### src/rtl/filt_scratch_read.sv
// Filter scratchpad replay: reads the stored filter once per output window,
// tags data valid/last for the MAC and pulses done after the final window.
//
// Ports:
//   clk, rst              clock, synchronous active-high reset
//   start                 latch filt_len/mode/num_windows and (re)start replay
//   filt_ready            load stage idle, scratchpad stable
//   filt_len, mode        filter length; mode==1 single, else dual (2*filt_len)
//   num_windows           number of full filter replays
//   mac_ready             MAC accepts a word this cycle (gates ren directly)
//   filt_raddr            scratchpad read address
//   filt_scratch_ren      scratchpad read enable
//   filt_valid/filt_last  read data valid / last word of a window
//   busy, done            replay in progress / one-cycle completion pulse
//
// Build option: FILT_SCRATCH_DUAL_EN enables the dual-filter length doubling.
// Without it, mode is ignored and the effective length is filt_len.
module filt_scratch_read #(
  parameter int ADDR_LEN      = 4,
  parameter int SCRATCH_DEPTH = 16,
  parameter int SCRATCH_WIDTH = 16,
  parameter int WIN_LEN       = 8
) (
  input  logic                clk,
  input  logic                rst,
  input  logic                start,
  input  logic                filt_ready,
  input  logic [ADDR_LEN-1:0] filt_len,
  input  logic [1:0]          mode,
  input  logic [WIN_LEN-1:0]  num_windows,
  input  logic                mac_ready,
  output logic [ADDR_LEN-1:0] filt_raddr,
  output logic                filt_scratch_ren,
  output logic                filt_valid,
  output logic                filt_last,
  output logic                busy,
  output logic                done
);

  localparam logic [1:0] S_IDLE  = 2'd0;
  localparam logic [1:0] S_WAIT  = 2'd1;
  localparam logic [1:0] S_READ  = 2'd2;
  localparam logic [1:0] S_DRAIN = 2'd3;

  localparam int unused_width = SCRATCH_WIDTH;

  logic [1:0]          state_q, state_d;
  logic [ADDR_LEN-1:0] raddr_q, raddr_d;
  logic [ADDR_LEN-1:0] len_q, len_d;
  logic [WIN_LEN-1:0]  win_q, win_d;
  logic [WIN_LEN-1:0]  nwin_q, nwin_d;
  logic                valid_q, valid_d;
  logic                last_q, last_d;

  logic [ADDR_LEN-1:0] len_in;
  logic [ADDR_LEN-1:0] end_addr;
  logic                ren;
  logic                at_end;
  logic                last_win;
  logic                empty;

`ifdef FILT_SCRATCH_DUAL_EN
  // Doubled length wraps at ADDR_LEN bits; caller keeps it in range.
  assign len_in = (mode == 2'd1) ? filt_len
                                 : {filt_len[ADDR_LEN-2:0], 1'b0};
`else
  logic unused_mode;
  assign unused_mode = ^mode;
  assign len_in = filt_len;
`endif

  assign end_addr = len_q - ADDR_LEN'(1);
  assign at_end   = (raddr_q == end_addr);
  assign last_win = (win_q == nwin_q - WIN_LEN'(1));
  assign empty    = (len_q == '0) || (nwin_q == '0);

  // Read enable follows mac_ready combinationally so a stall costs no beat.
  assign ren = (state_q == S_READ) && mac_ready;

  always_comb begin
    state_d = state_q;
    raddr_d = raddr_q;
    win_d   = win_q;
    len_d   = len_q;
    nwin_d  = nwin_q;
    valid_d = ren;
    last_d  = ren && at_end;

    unique case (state_q)
      S_IDLE: ;
      S_WAIT: begin
        if (filt_ready) begin
          state_d = empty ? S_DRAIN : S_READ;
        end
      end
      S_READ: begin
        if (ren) begin
          if (at_end) begin
            raddr_d = '0;
            win_d   = win_q + WIN_LEN'(1);
            if (last_win) begin
              state_d = S_DRAIN;
            end
          end else begin
            raddr_d = raddr_q + ADDR_LEN'(1);
          end
        end
      end
      S_DRAIN: state_d = S_IDLE;
      default: state_d = S_IDLE;
    endcase

    // Restart from any state; a read issued this cycle still returns data.
    if (start) begin
      state_d = S_WAIT;
      raddr_d = '0;
      win_d   = '0;
      len_d   = len_in;
      nwin_d  = num_windows;
    end
  end

  always_ff @(posedge clk) begin
    if (rst) begin
      state_q <= S_IDLE;
      raddr_q <= '0;
      win_q   <= '0;
      len_q   <= '0;
      nwin_q  <= '0;
      valid_q <= 1'b0;
      last_q  <= 1'b0;
    end else begin
      state_q <= state_d;
      raddr_q <= raddr_d;
      win_q   <= win_d;
      len_q   <= len_d;
      nwin_q  <= nwin_d;
      valid_q <= valid_d;
      last_q  <= last_d;
    end
  end

  always_ff @(posedge clk) begin
    if (!rst && ren) begin
      assert (32'(raddr_q) < SCRATCH_DEPTH)
        else $error("read address beyond scratchpad");
    end
  end

  assign filt_raddr       = raddr_q;
  assign filt_scratch_ren = ren;
  assign filt_valid       = valid_q;
  assign filt_last        = last_q;
  assign busy             = (state_q != S_IDLE);
  assign done             = (state_q == S_DRAIN);

endmodule

### config.mk
export PLATFORM = sky130hd
export DESIGN_NAME = filt_scratch_read
export DESIGN_NICKNAME = d
export VERILOG_FILES = /design/src/rtl/filt_scratch_read.sv
export SDC_FILE = /design/constraint.sdc
export NUM_CORES = 1
export LEC_CHECK = 0
export ABC_AREA = 1
export BUFFER_PORTS_ARGS = -buffer_cell sky130_fd_sc_hd__buf_2
export CORE_UTILIZATION = 55
export DETAILED_ROUTE_END_ITERATION = 12
export GPL_TIMING_DRIVEN = 1
export PLACE_DENSITY = 0.82
export SLEW_MARGIN = 0
export SYNTH_ARGS = -nofsm -noshare
export SYNTH_HDL_FRONTEND = slang
export SYNTH_SLANG_ARGS = --single-unit
export TNS_END_PERCENT = 50
### constraint.sdc
create_clock -name clk -period 2.2 [get_ports clk]
set_input_delay 0.33 -clock clk [delete_from_list [all_inputs] [get_ports clk]]
set_output_delay 0.33 -clock clk [all_outputs]
set_load 0.01 [all_outputs]
==> metrics, run 1 <==
run status=completed; Filler Cell Count=approximately 260; final hold vios=0; CTS Buffer Depth=2; horizontal extent of the die=~56 um; nature of the critical path endpoint=primary output; global route total overflow=0; worst path arrival time=1.68 ns; Total Wirelength=3.41 mm; first-iteration detailed-routing DRC count=56; height of the die=56.3 um; final antenna-violating net count=0; count of buffers inserted at the top-level ports=25; Routed wire per std cell=roughly 11 um; placement row count=19; pin count of the biggest net entering global routing=25; total routing resource utilization after global routing=0.225; combined area of all synthesized cells=0.00162 sq mm; worst hold margin=0.201 ns; clock slew seen by the registers of the worst setup and hold paths=~0.15 ns; number of library cell types mapped by synthesis=25; via/cell ratio=a little over 5; post-route design area=0.00182 sq mm; achievable clock frequency=498 MHz; filler-free cell count of the finished design=303; via count of the first global-routing pass=1337; area used by sequential logic in the layout=561 sq um; RSZ-0062 raised after global routing=false; largest fanout of any net on the critical path=8; Slew @ Worst Pin=0.679 ns; Starting Density=0.583; max-capacitance violation count=0; Gates resized, CTS repair=0; launching element type of the critical path=register; instance area at placement=0.00177 sq mm; postcts setup bufs=0; layout cell share with drive strength beyond 1=0.129; clock latency on the worst-skew pair=0.33 ns; final core occ=0.656; number of H-tree levels=1; Final Cycle Share=0.913; count of pins over their slew limit=0; slack of the critical path=0.192 ns; classification of the worst setup path=reg2out; #FFs+latches synth=28; Worst Setup SP=state_q[0]; fin nets=slightly above 300; post-layout minimum cycle time=between 2 and 2.5 ns; 1st-pass router iterations=4; area of the die=around 0.0032 sq mm; yosys warns=0; class of the tightest hold or removal check=in2reg; worst clock skew=between 0.002 and 0.0025 ns; post-synthesis cell count=around 250; syn avg cell area=6.59 sq um; area of the core=0.00278 sq mm; Seq/Total Area, Yosys=0.346; origin of the worst min-delay path=rst; total power=1.08 mW; PwrDens=594 mW/mm^2; count of final setup violators=0; ANT cells=0; required arrival time at the worst endpoint=1.87 ns; wire length of the first global-routing pass=5.70 mm; Sum Neg Setup Slack=0 ns; static leakage=0.900 nW; via total after detailed routing=1560; Cells after DPL=about 300; CTS tree=done; total area of multi-input combinational cells=around 910 sq um; antenna violations before repair=0; Area Growth Syn to Fin=12.6%; library cell used as clock root buffer=sky130_fd_sc_hd__clkbuf_4; CTS Buf Count=3; worst rel slew slack=0.547; Top-Level Pins=28; worst vdd rail ir drop=between 0.6 and 0.7 mV; Net Count, Synth=275; post-placement setup slack=0.334 ns; CTS Hold Bufs=0; startpoint of the most critical register-to-register path=len_q[0]; routability congestion estimate=0.846; CTS Sinks=28; DRC violations left=0; HPWL reported at the end of detailed placement=2.52 mm
[Yosys cell counts]
cell type | instances | area [sq um]
sky130_fd_sc_hd__o21a_1 | 1 | 7.51
sky130_fd_sc_hd__nor3b_1 | 1 | 7.51
sky130_fd_sc_hd__o22ai_1 | 1 | 6.26
sky130_fd_sc_hd__o21ai_0 | 19 | 95.1
sky130_fd_sc_hd__inv_1 | 34 | 128
sky130_fd_sc_hd__inv_2 | 2 | 7.51
sky130_fd_sc_hd__clkbuf_1 | 1 | 3.75
sky130_fd_sc_hd__xnor2_1 | 4 | 35.0
sky130_fd_sc_hd__nor2_2 | 1 | 6.26
sky130_fd_sc_hd__nand2_2 | 1 | 6.26
sky130_fd_sc_hd__nand3_1 | 16 | 80.1
sky130_fd_sc_hd__dfxtp_1 | 28 | 561
sky130_fd_sc_hd__nand4_1 | 2 | 12.5
sky130_fd_sc_hd__nor2_1 | 29 | 109
sky130_fd_sc_hd__buf_1 | 1 | 3.75
sky130_fd_sc_hd__xor2_1 | 3 | 26.3
sky130_fd_sc_hd__a21oi_1 | 22 | 110
sky130_fd_sc_hd__nor3_4 | 1 | 16.3
sky130_fd_sc_hd__nand3b_1 | 2 | 15.0
sky130_fd_sc_hd__nor3_1 | 2 | 10.0
sky130_fd_sc_hd__o21ai_1 | 1 | 5.00
sky130_fd_sc_hd__or2_2 | 1 | 6.26
sky130_fd_sc_hd__nand2_1 | 62 | 233
sky130_fd_sc_hd__ha_1 | 10 | 125
sky130_fd_sc_hd__buf_2 | 1 | 5.00
[state kept, by name, indices dropped and copies added (netlist names)]
signal,count
win_q,8
filt_valid,1
len_q,4
state_q,2
filt_raddr,4
nwin_q,8
filt_last,1
[final timing paths]
kind                           end  slack [ns]  depth (start not counted)
setup / recovery  filt_scratch_ren        0.19                          5
hold / removal          filt_valid        0.20                          2
setup reg to reg          win_q[4]        0.32                         11
hold reg to reg          nwin_q[7]        0.50                          2
[area by class of cell]
class                   count  share of cell area
repair buffers             25              0.0686
clock buffers               3              0.0123
inverters                  36              0.0741
well taps                  31              0.0213
multi-input cells         179               0.500
flip-flops and latches     28               0.307
clock inverters             1              0.0165
[cells in the final DEF, fill, tap and decap left out, types with 2 or more instances in the layout]
master,n
sky130_fd_sc_hd__nor2_1,29
sky130_fd_sc_hd__nand3_1,16
sky130_fd_sc_hd__inv_1,34
sky130_fd_sc_hd__nor3_1,2
sky130_fd_sc_hd__inv_2,2
sky130_fd_sc_hd__nand3b_1,2
sky130_fd_sc_hd__nand2_1,62
sky130_fd_sc_hd__buf_2,25
sky130_fd_sc_hd__a21oi_1,22
sky130_fd_sc_hd__o21ai_0,19
sky130_fd_sc_hd__nand4_1,2
sky130_fd_sc_hd__ha_1,10
sky130_fd_sc_hd__dfxtp_1,28
sky130_fd_sc_hd__xnor2_1,4
sky130_fd_sc_hd__clkbuf_4,3
sky130_fd_sc_hd__xor2_1,3
[logic make-up (layout without fill, tap and decap cells)]
group | after synthesis | after routing | share of synthesized area
buffers and inverters | 39 | 65 | 0.0911
flip-flops | 28 | 28 | 0.346
AND/OR/NAND/NOR | 118 | 118 | 0.310
XOR/XNOR | 7 | 7 | 0.0378
adder cells (fa/ha/maj) | 10 | 10 | 0.0772
AO/OA/AOI/OAI | 44 | 44 | 0.138
[layer usage]
layer,global-route usage,wire [um]
met3,0.0438,121
met1,0.306,1690
met4,0.0348,21
met5,0,0
met2,0.379,1570
[critical path, stage by stage, from the launching register on]
cell and delay (ns):
sky130_fd_sc_hd__dfxtp_1 0.46, sky130_fd_sc_hd__inv_1 0.11, sky130_fd_sc_hd__ha_1 0.24, sky130_fd_sc_hd__nand2_1 0.25, sky130_fd_sc_hd__inv_1 0.13, sky130_fd_sc_hd__buf_2 0.16
[power breakdown]
part	internal (mW)	switching (mW)	total, mW	leakage [nW]
Combinational	0.0804	0.121	0.201	0.643
Clock	0.184	0.151	0.335	0.0279
Sequential	0.527	0.0202	0.547	0.229
Total	0.792	0.292	1.08	0.900
Note: power is estimated with default switching activity, not from simulation.
==> run 2, diff against run 1 <==
--- a/config.mk
+++ b/config.mk
@@ -7,6 +7,7 @@
 export LEC_CHECK = 0
 export ABC_AREA = 1
 export BUFFER_PORTS_ARGS = -buffer_cell sky130_fd_sc_hd__buf_2
+export CORE_MARGIN = 2
 export CORE_UTILIZATION = 55
 export DETAILED_ROUTE_END_ITERATION = 12
 export GPL_TIMING_DRIVEN = 1
==> run 2 against run 1 <==
Global-route usage rose by 1.0 points; sequential power barely moved; first-iteration DRC count rose by 1.8%; setup slack got worse by 0.012 ns; sequential share of layout area fell by 0.13 points.
==> metrics, run 2 (synthesis gave the netlist of run 1 again) <==
HPWL reported at the end of detailed placement=2.73 mm (+8.5%); met3 routed WL=193 um (+60%); Starting Density=0.583 (unchanged); origin of the worst min-delay path=rst; Gates resized, CTS repair=0 (unchanged); top metal layer carrying routed signals=met4; via/cell ratio=5.19 (+0.88%); run status=completed; count of pins over their slew limit=0 (unchanged); chain of cells forming the critical path=inv_1, ha_1, nand2_1, inv_1, buf_2; area of the core=0.00278 sq mm (unchanged); filler-free cell count of the finished design=304 (+0.33%); area of the die=0.00340 sq mm (+7.2%); worst path arrival time=1.69 ns (about the same); Area Growth Syn to Fin=13.1%; PwrDens=600 mW/mm^2 (+1.1%); via count of the first global-routing pass=1450 (+8.5%); clock latency on the worst-skew pair=0.34 ns (about the same); count of buffers inserted at the top-level ports=25 (unchanged); total routing resource utilization after global routing=0.236 (+0.0102); Filler Cell Count=255 (-2.3%); worst clock skew=0.00303 ns (+0.000645 ns); postcts setup bufs=0 (unchanged); Final Cycle Share=0.918 (+0.00531); 1st-pass router iterations=4 (unchanged); Total Wirelength=3.58 mm (+5.3%); endpoint of the worst register-to-register path=win_q[4]; layout cell share with drive strength beyond 1=0.132 (+0.00319); final hold vios=0 (unchanged); cell type group with the largest total delay on the critical path=flip-flops; clock slew seen by the registers of the worst setup and hold paths=0.16 ns (about the same); count of final setup violators=0 (unchanged); final antenna-violating net count=0 (unchanged); DRC violations left=0 (unchanged); RSZ-0062 raised after global routing=false; hold-critical path depth=2 (unchanged); static leakage=0.904 nW (+0.50%); antenna violations before repair=0 (unchanged); CTS tree=done; ANT cells=0 (unchanged); highest-count cells in the layout ignoring fill and taps=sky130_fd_sc_hd__nand2_1 (62), sky130_fd_sc_hd__inv_1 (34), sky130_fd_sc_hd__nor2_1 (29), sky130_fd_sc_hd__dfxtp_1 (28), sky130_fd_sc_hd__buf_2 (25); worst rel slew slack=0.561 (+0.0144); global route total overflow=0 (unchanged); nature of the critical path endpoint=primary output; hold endpoint=filt_valid; height of the die=58.3 um (+3.6%); max-capacitance violation count=0 (unchanged); most frequent cell on the critical path=sky130_fd_sc_hd__inv_1; worst reg2reg path depth=11 (unchanged); Register-to-Register Setup Slack=0.30 ns (-0.02 ns); classification of the worst setup path=reg2out; launching element type of the critical path=register; most frequent standard cell in the layout excluding fill and tap cells=sky130_fd_sc_hd__nand2_1; library cell used as clock root buffer=sky130_fd_sc_hd__clkbuf_4; placement row count=19 (unchanged); maximum cell stage delay along the critical path=0.47 ns (about the same); fin nets=303 (+0.33%); critical path buffer and inverter count=3 (unchanged); sum of routed wire segments on met1=1.63 mm (-3.6%); achievable clock frequency=495 MHz (-0.58%); wire length of the first global-routing pass=6.15 mm (+8.0%); CTS Hold Bufs=0 (unchanged); Critical Path Slowest Stage Cell=sky130_fd_sc_hd__dfxtp_1; Slew @ Worst Pin=0.658 ns (-0.0216 ns); Top Registers=nwin_q x8, win_q x8; Sum Neg Setup Slack=0 ns (unchanged); horizontal extent of the die=58.3 um (+3.6%); CTS Buf Count=3 (unchanged); Top-Level Pins=28 (unchanged); routability congestion estimate=0.816 (-3.5%); Routed wire per std cell=11.8 um (+4.9%); CTS Buffer Depth=2 (unchanged); worst vdd rail ir drop=0.763 mV (+18%); CTS Sinks=28 (unchanged); met2 layer wire length in the routed design=1.73 mm (+10%); class of the tightest hold or removal check=in2reg; post-layout minimum cycle time=2.02 ns (+0.0117 ns); pin count of the biggest net entering global routing=25 (unchanged); number of H-tree levels=1 (unchanged); critical path depth in cells=5 (unchanged); largest fanout of any net on the critical path=8 (unchanged); via total after detailed routing=1579 (+1.2%); startpoint of the most critical register-to-register path=len_q[0]; required arrival time at the worst endpoint=1.87 ns (about the same); Cells after DPL=300 (+0.33%); first-iteration detailed-routing DRC count=57 (+1.8%)
==> run 2: cell types whose count changed in the layout (fill, tap and decap cells not counted) <==
cell,before,now
sky130_fd_sc_hd__buf_4,0,1
==> run 2: cell type report <==
type | instances | area, sq um | area share
tap | 31 | 38.8 | 0.0212
sequential | 28 | 561 | 0.306
clock buffer | 3 | 22.5 | 0.0123
clock inverter | 1 | 30.0 | 0.0164
timing repair buffer | 26 | 133 | 0.0724
multi-input combinational | 179 | 912 | 0.498
inverter | 36 | 135 | 0.0738
==> run 2: through the flow <==
step | total power, mW | util | hold WS, ns | setup WS, ns | area [sq um]
after floorplan | 0.704 | - | 0.402 | 0.557 | 1620
after global routing | 1.17 | 0.659 | 0.153 | 0.0372 | 1830
after detailed placement | 0.762 | 0.640 | 0.485 | 0.326 | 1780
after global placement | 0.753 | 0.640 | 0.477 | 0.376 | 1780
after CTS | 1.10 | 0.659 | 0.174 | 0.181 | 1830
final | 1.10 | 0.659 | 0.178 | 0.181 | 1830
==> run 2: worst max-delay path by stage <==
stage	startpoint	to	slack, ns
after floorplan	len_q[0]	win_q[4]	0.56
after global placement	len_q[0]	win_q[4]	0.38
after detailed placement	len_q[0]	state_q[0]	0.33
after CTS	state_q[0]	filt_scratch_ren	0.18
after global routing	state_q[0]	filt_scratch_ren	0.04
final	state_q[0]	filt_scratch_ren	0.18
==> run 2: layer usage <==
layer,vias up,GRT usage
met2,43,0.408
met3,2,0.0580
li1,836,-
met1,698,0.298
met5,-,0
met4,0,0.0432
==> run 2: report_power, final <==
group	internal, mW	total (mW)	switching, mW
registers	0.527	0.548	0.0205
clock network	0.184	0.347	0.163
logic	0.0822	0.205	0.122
==> run 3, diff against run 2 <==
--- a/config.mk
+++ b/config.mk
@@ -7,7 +7,7 @@
 export LEC_CHECK = 0
 export ABC_AREA = 1
 export BUFFER_PORTS_ARGS = -buffer_cell sky130_fd_sc_hd__buf_2
-export CORE_MARGIN = 2
+export CORE_MARGIN = 4
 export CORE_UTILIZATION = 55
 export DETAILED_ROUTE_END_ITERATION = 12
 export GPL_TIMING_DRIVEN = 1
==> run 3 against run 2 <==
Count of clock-buffer cells in the layout is the same; core utilization is 0.27 points lower; register-to-register slack worse by 0.02 ns; clock skew up 0.0088 ns; hold slack gained 0.0011 ns; sequential power barely moved; fmax rose by 1.4%; wire length decreased by 4.4%; final cell count shrank 0.33%; first-iteration DRC count grew 61%.
==> metrics, run 3 (synthesis gave the netlist of run 1 again) <==
area of the core=0.00278 sq mm (unchanged); Final Cycle Share=0.905 (-0.0123); post-placement setup slack=0.290 ns (-0.0354 ns); CTS Sinks=28 (unchanged); launching element type of the critical path=register; clock slew seen by the registers of the worst setup and hold paths=0.16 ns (about the same); height of the die=62.3 um (+6.9%); worst clock skew=0.0118 ns (+0.00881 ns); total power=1.09 mW (-0.68%); hold-critical path depth=2 (unchanged); count of pins over their slew limit=0 (unchanged); run status=completed; PwrDens=599 mW/mm^2 (-0.28%); HPWL reported at the end of detailed placement=2.66 mm (-2.6%); static leakage=0.900 nW (-0.49%); via/cell ratio=5.11 (-1.6%); slack of the critical path=0.208 ns (+0.0271 ns); class of the tightest hold or removal check=in2reg; origin of the worst min-delay path=rst; Top Registers=nwin_q x8, win_q x8; RSZ-0062 raised after global routing=false; total area of multi-input combinational cells=912 sq um (unchanged); worst reg2reg path depth=11 (unchanged); final hold vios=0 (unchanged); Gates resized, CTS repair=0 (unchanged); count of final setup violators=0 (unchanged); worst vdd rail ir drop=0.948 mV (+24%); Routed wire per std cell=11.3 um (-4.1%); wire length of the first global-routing pass=6.04 mm (-1.9%); Slew @ Worst Pin=0.611 ns (-0.0470 ns); worst path arrival time=1.66 ns (-0.03 ns); routability congestion estimate=0.877 (+7.5%); via count of the first global-routing pass=1379 (-4.9%); total routing resource utilization after global routing=0.182 (-0.0533); nature of the critical path endpoint=primary output; via total after detailed routing=1549 (-1.9%); startpoint of the most critical register-to-register path=len_q[0]; DRC violations left=0 (unchanged); global route total overflow=0 (unchanged); Cells after DPL=299 (-0.33%); Top-Level Pins=28 (unchanged); Total Wirelength=3.43 mm (-4.4%); highest-count cells in the layout ignoring fill and taps=sky130_fd_sc_hd__nand2_1 (62), sky130_fd_sc_hd__inv_1 (34), sky130_fd_sc_hd__nor2_1 (29), sky130_fd_sc_hd__dfxtp_1 (28), sky130_fd_sc_hd__buf_2 (25); postcts setup bufs=0 (unchanged); Filler Cell Count=272 (+6.7%); number of H-tree levels=1 (unchanged); layout cell share with drive strength beyond 1=0.129 (-0.00319); horizontal extent of the die=62.3 um (+6.9%); area of the die=0.00388 sq mm (+14%); CTS Buffer Depth=2 (unchanged); Worst Setup SP=state_q[0]; 1st-pass router iterations=4 (unchanged); most frequent standard cell in the layout excluding fill and tap cells=sky130_fd_sc_hd__nand2_1; largest fanout of any net on the critical path=8 (unchanged); worst rel slew slack=0.592 (+0.0314); library cell used as clock root buffer=sky130_fd_sc_hd__clkbuf_4; filler-free cell count of the finished design=303 (-0.33%); CTS tree=done; post-layout minimum cycle time=1.99 ns (-0.0271 ns); clock latency on the worst-skew pair=0.34 ns (about the same); max-capacitance violation count=0 (unchanged); pin count of the biggest net entering global routing=25 (unchanged); area used by sequential logic in the layout=561 sq um (unchanged); Starting Density=0.583 (unchanged); achievable clock frequency=502 MHz (+1.4%); count of buffers inserted at the top-level ports=25 (unchanged); antenna violations before repair=0 (unchanged); final antenna-violating net count=0 (unchanged); placement row count=19 (unchanged); Area Growth Syn to Fin=12.6%; fin nets=302 (-0.33%); classification of the worst setup path=reg2out; required arrival time at the worst endpoint=1.87 ns (about the same); CTS Buf Count=3 (unchanged); ANT cells=0 (unchanged); CTS Hold Bufs=0 (unchanged); first-iteration detailed-routing DRC count=92 (+61%); Sum Neg Setup Slack=0 ns (unchanged)
## run 3: changes by cell type in the layout (fill, tap and decap cells not counted)
cell                    change
sky130_fd_sc_hd__buf_4      -1
## run 3: final cells by class
| type | instances | area share |
|---|---|---|
| Multi-Input combinational cell | 179 | 0.500 |
| Sequential cell | 28 | 0.307 |
| Inverter | 36 | 0.0741 |
| Timing Repair Buffer | 25 | 0.0686 |
| Tap cell | 31 | 0.0213 |
| Clock inverter | 1 | 0.0165 |
| Clock buffer | 3 | 0.0123 |
## run 3: worst max-delay path, cell delays in order (launching register included)
cell,delay (ns)
sky130_fd_sc_hd__dfxtp_1,0.46
sky130_fd_sc_hd__inv_1,0.09
sky130_fd_sc_hd__ha_1,0.24
sky130_fd_sc_hd__nand2_1,0.24
sky130_fd_sc_hd__inv_1,0.13
sky130_fd_sc_hd__buf_2,0.16
## run 3: power breakdown
group          switching, mW  internal (mW)  total [mW]
logic                  0.119         0.0801       0.199
registers             0.0208          0.527       0.548
clock network          0.161          0.184       0.345
## run 3: routing by layer
layer,share of wire,wire length (um),vias up,GRT usage
met1,0.50,1700,688,0.250
met3,0.040,136,2,0.0360
met2,0.46,1560,28,0.299
met5,0,0,-,0
li1,-,-,831,-
met4,0.0064,22,0,0.0318
## run 3: path summary, 6_finish.rpt
kind,end,slack (ns)
max reg2reg,win_q[7],0.28
max,filt_scratch_ren,0.21
min,filt_valid,0.18
min reg2reg,nwin_q[7],0.51
## run 3: metrics by stage
step                       util  instance area [sq um]  hold slack [ns]
after floorplan               -                   1620            0.402
after global placement    0.637                   1770            0.483
after detailed placement  0.637                   1770            0.484
after CTS                 0.656                   1820            0.173
after global routing      0.656                   1820            0.168
final                     0.656                   1820            0.179
